**src/rtl/sync_fifo_cmd_dispatch.sv**
```systemverilog
// Pops {len, addr} commands from a synchronous FIFO and expands each command
// into len+1 incrementing-address beats on a valid/ready stream.
module sync_fifo_cmd_dispatch #(
  parameter int CMD_LENGTH = 10,
  parameter int LEN_W      = 4,
  parameter int ADDR_W     = 6
) (
  input  logic                  clk,
  input  logic                  reset,
  input  logic                  i_soft_reset,
  input  logic                  i_fifo_empty,
  input  logic [CMD_LENGTH-1:0] i_fifo_cmd,
  output logic                  o_fifo_get_en,
  output logic                  o_valid,
  input  logic                  i_ready,
  output logic [ADDR_W-1:0]     o_addr,
  output logic                  o_last,
  output logic                  o_cmd_done,
  output logic                  o_busy
);

  typedef enum logic {IDLE, BURST} state_e;

  state_e              state_q;
  logic [LEN_W-1:0]    rem_q;
  logic [ADDR_W-1:0]   addr_q;
  logic                valid_q;
  logic                last_q;
  logic                done_q;

  logic                clr;
  logic                hs;
  logic                pop;
  logic [LEN_W-1:0]    cmd_len;
  logic [ADDR_W-1:0]   cmd_addr;
  logic [ADDR_W-1:0]   addr_d;
  logic [LEN_W-1:0]    rem_d;

  assign clr      = reset | i_soft_reset;
  assign hs       = valid_q & i_ready;
  assign cmd_len  = i_fifo_cmd[CMD_LENGTH-1:ADDR_W];
  assign cmd_addr = i_fifo_cmd[ADDR_W-1:0];
  assign addr_d   = addr_q + ADDR_W'(1);
  assign rem_d    = rem_q - LEN_W'(1);

  // Pop when idle, or when the final beat of the current command completes,
  // so consecutive commands chain without a bubble.
  assign pop = ~clr & ~i_fifo_empty &
               ((state_q == IDLE) | (hs & last_q));

  always_ff @(posedge clk) begin
    if (clr) begin
      state_q <= IDLE;
      rem_q   <= '0;
      addr_q  <= '0;
      valid_q <= 1'b0;
      last_q  <= 1'b0;
      done_q  <= 1'b0;
    end else begin
      done_q <= hs & last_q;
      if (pop) begin
        state_q <= BURST;
        addr_q  <= cmd_addr;
        rem_q   <= cmd_len;
        last_q  <= (cmd_len == '0);
        valid_q <= 1'b1;
      end else if (hs && !last_q) begin
        addr_q  <= addr_d;
        rem_q   <= rem_d;
        last_q  <= (rem_q == LEN_W'(1));
      end else if (hs && last_q) begin
        state_q <= IDLE;
        valid_q <= 1'b0;
        last_q  <= 1'b0;
      end
    end
  end

  assign o_fifo_get_en = pop;
  assign o_valid       = valid_q;
  assign o_addr        = addr_q;
  assign o_last        = last_q;
  assign o_cmd_done    = done_q;
  assign o_busy        = (state_q == BURST);

endmodule

```
**config.mk**
```make
export PLATFORM = sky130hd
export DESIGN_NAME = sync_fifo_cmd_dispatch
export DESIGN_NICKNAME = d
export VERILOG_FILES = /design/src/rtl/sync_fifo_cmd_dispatch.sv
export SDC_FILE = /design/constraint.sdc
export NUM_CORES = 1
export LEC_CHECK = 0
export CAP_MARGIN = 25
export CORE_MARGIN = 1.5
export CORE_UTILIZATION = 42
export CTS_CLUSTER_SIZE = 10
export DETAILED_ROUTE_END_ITERATION = 12
export PLACE_DENSITY = 0.87
export SLEW_MARGIN = 20
export SYNTH_ARGS = -nofsm -noshare
export SYNTH_HDL_FRONTEND = slang
export SYNTH_SLANG_ARGS = --single-unit
```
**constraint.sdc**
```tcl
create_clock -name clk -period 1.92 [get_ports clk]
set_clock_uncertainty 0.1 [all_clocks]
set_input_delay 0.288 -clock clk [delete_from_list [all_inputs] [get_ports clk]]
set_output_delay 0.288 -clock clk [all_outputs]
set_load 0.005 [all_outputs]
```
==> impl_metrics.yaml <==
run_status:
  status: "finished, final reports clean"
timing:
  drv_slew: 0
  hold_slack_ps: 381
  worst_pin_slew_ps: 376
  fmax_mhz: 543
  rsz0062_at_grt: "no"
  slew_headroom_pct: 74.7
  period_share_pct: 95.9
  setup_viol: 0
  hold_viol: 0
  fin_crit_ps: 1840
setup_path:
  cp_common_cell: "buf_4"
  crit_type: "in2reg"
  required_ps: 1990
  crit_arrival_ps: 1910
  end_kind: "flop"
  cp-start-kind: "primary input"
  cp_top_family: "buffers and inverters"
  cp_max_fo: 14
  crit_path_top_delay_cell: "clkdlybuf4s50_1"
  crit_path_max_incr_delay_ps: 390
  path_buf_inv: 3
  crit_chain: "clkdlybuf4s50_1 -> or2_1 -> buf_4 -> buf_4 -> o31a_1 -> a221oi_1 -> nor2_1"
cts:
  clock-sinks: 13
  clk-insertion-delay-late_ps: 280
  cts_tree: "built"
  cts_root_buffer: "clkbuf_4"
  clk_pin_slew_ps: 80
  cts_buffers: 3
  htree_levels: 1
  cts_buffer_depth: 2
floorplanning:
  die_w_um: 44.1
  die_area_um2: 1940
  initial_core_util_pct: 45.9
  rows: 14
  fp.coreArea_um2: 1540
  die_h_um: 44.1
  io_pins: 26
detailed_routing:
  first_pass_iters: 4
  vias: 770
  wirelength_um: 1890
  drt-vias-per-instance: 5.66
  antenna_left: 0
  drt_iter0_drc: 25
  wire_per_inst_um: 13.9
  drc_errors: 0
pwr:
  leakagePower_nw: 0.388
  total_power_uw: 552
  power_density_nw_per_um2: 527
  ir_drop_uv: 442
grt:
  antenna_found_initial: 0
  groute.usage.overall_pct: 21.3
  grt_pass1_wl_um: 3030
  gr-total-overflow: 0
  grt_max_degree: 15
  grt_pass1_vias: 700
logic_synthesis:
  ys_seq_area_share_pct: 36.7
  synth_largest_area_cell: "dfxtp_1"
  synth_area_leaders: "dfxtp_1 37%, nor2_1 6.4%, ha_1 5.3%"
  synth_cells: 86
  synth_top_cell_area_share_pct: 36.7
  synthFlopType: "dfxtp_1"
  synth_area_per_cell_um2: 8.23
  synth-edff-count: 0
  async_flop_share_pct: 0
  syn_nets: 104
  yosys_warnings: 0
  synth.most_common_cell: "dfxtp_1"
  synth_area_um2: 708
  synth_common_cells: "13 x dfxtp_1, 12 x nor2_1, 6 x a21oi_1, 6 x nand3_1, 5 x nand2_1"
  synthDistinctLibCells: 36
  ys_ff_latch: 13
placement:
  dpl.hpwl_um: 1390
  portBuffers: 25
  gp_congestion: 0.817
final_layout:
  finalNetCount: 139
  fin_util_pct: 67.9
  area.growth.synth_to_final_pct: 47.9
  layout-drive-gt1-share_pct: 15.8
  diodes: 0
job:
  max_cap_violations: 0
min_path:
  hold_class: "reg2reg"
[sequential cells by signal, indices dropped and copies added, names as in the netlist]
register	cells
o_valid	1
o_last	1
o_cmd_done	1
o_addr	6
rem_q	4
[per-stage QoR]
step	cell area (um^2)	setup TNS, ps	instances	setup WS, ps
after detailed placement	1010	-857	131	-349
after floorplan	708	0	86	284
final	1050	0	136	79.5
after global routing	1050	0	136	7.68
after CTS	1040	0	136	34.3
after global placement	1010	-537	131	-326
[what timing repair did]
item | 4_1_cts | 5_1_grt
gates resized for setup | 7 | 1
hold buffers | 0 | 0
endpoints found under the setup margin | 1 | 2
setup buffers | 1 | 0
pin swaps | 2 | 1
[layout by cell type, fill, tap and decap left out, types with 2 or more instances in the layout]
cell type / netlist / routed
clkdlybuf4s50_1: 0 / 24
dfxtp_1: 13 / 13
nor2_1: 12 / 12
buf_4: 1 / 11
a21oi_1: 6 / 6
nand3_1: 6 / 6
nand2_1: 5 / 5
o21ai_0: 4 / 4
a31oi_1: 3 / 3
ha_1: 3 / 3
clkbuf_4: 0 / 3
inv_1: 2 / 2
and2_1: 2 / 2
a221oi_1: 3 / 2
[worst reg2reg max path: cells and delay by family, from the launching register on]
family / cells / cell delay, ps
simple gates: 3 / 830
flops: 1 / 320
compound gates: 1 / 60
buf+inv: 1 / 140
[final cells by class]
cell class / count / area, um^2
fillers: 136 / 494
flip-flops and latches: 13 / 260
multi-input cells: 64 / 399
well taps: 16 / 20.0
clock buffers: 4 / 26.3
inverters: 3 / 13.8
repair buffers: 36 / 328
[report_power, final]
part	total (mW)	internal [mW]	leakage (nW)	switching (mW)
Clock	0.171	0.0806	0.0150	0.0900
Combinational	0.0999	0.0601	0.267	0.0398
Sequential	0.282	0.275	0.105	0.00621
[kinds of logic after synthesis]
kind of cell             share of synthesized area [%]
flip-flops                                        36.7
multiplexers                                      1.41
adder cells (fa/ha/maj)                           5.30
buffers and inverters                             8.48
AND/OR/NAND/NOR                                   26.5
AO/OA/AOI/OAI                                     21.6
[routing by layer]
metal | part of all wire, % | wire (um) | global-route usage (%)
met5 | 0 | 0 | 0
met4 | 1.3 | 25 | 10.9
met3 | 4.7 | 88 | 2.45
met2 | 47 | 890 | 33.8
met1 | 47 | 884 | 28.6
[final timing paths]
path / start / endpoint / slack, ps / cells after the start
worst min-delay path: rem_q[3]$_SDFFE_PP0P_ / rem_q[3]$_SDFFE_PP0P_ / 380 / 2
worst max register to register: o_last$_SDFFE_PP0P_ / rem_q[3]$_SDFFE_PP0P_ / 370 / 5
worst max-delay path: reset / rem_q[0]$_SDFFE_PP0P_ / 80 / 7
worst min register to register: rem_q[3]$_SDFFE_PP0P_ / rem_q[3]$_SDFFE_PP0P_ / 380 / 2
No activity file was read; power rests on OpenSTA's default activity.
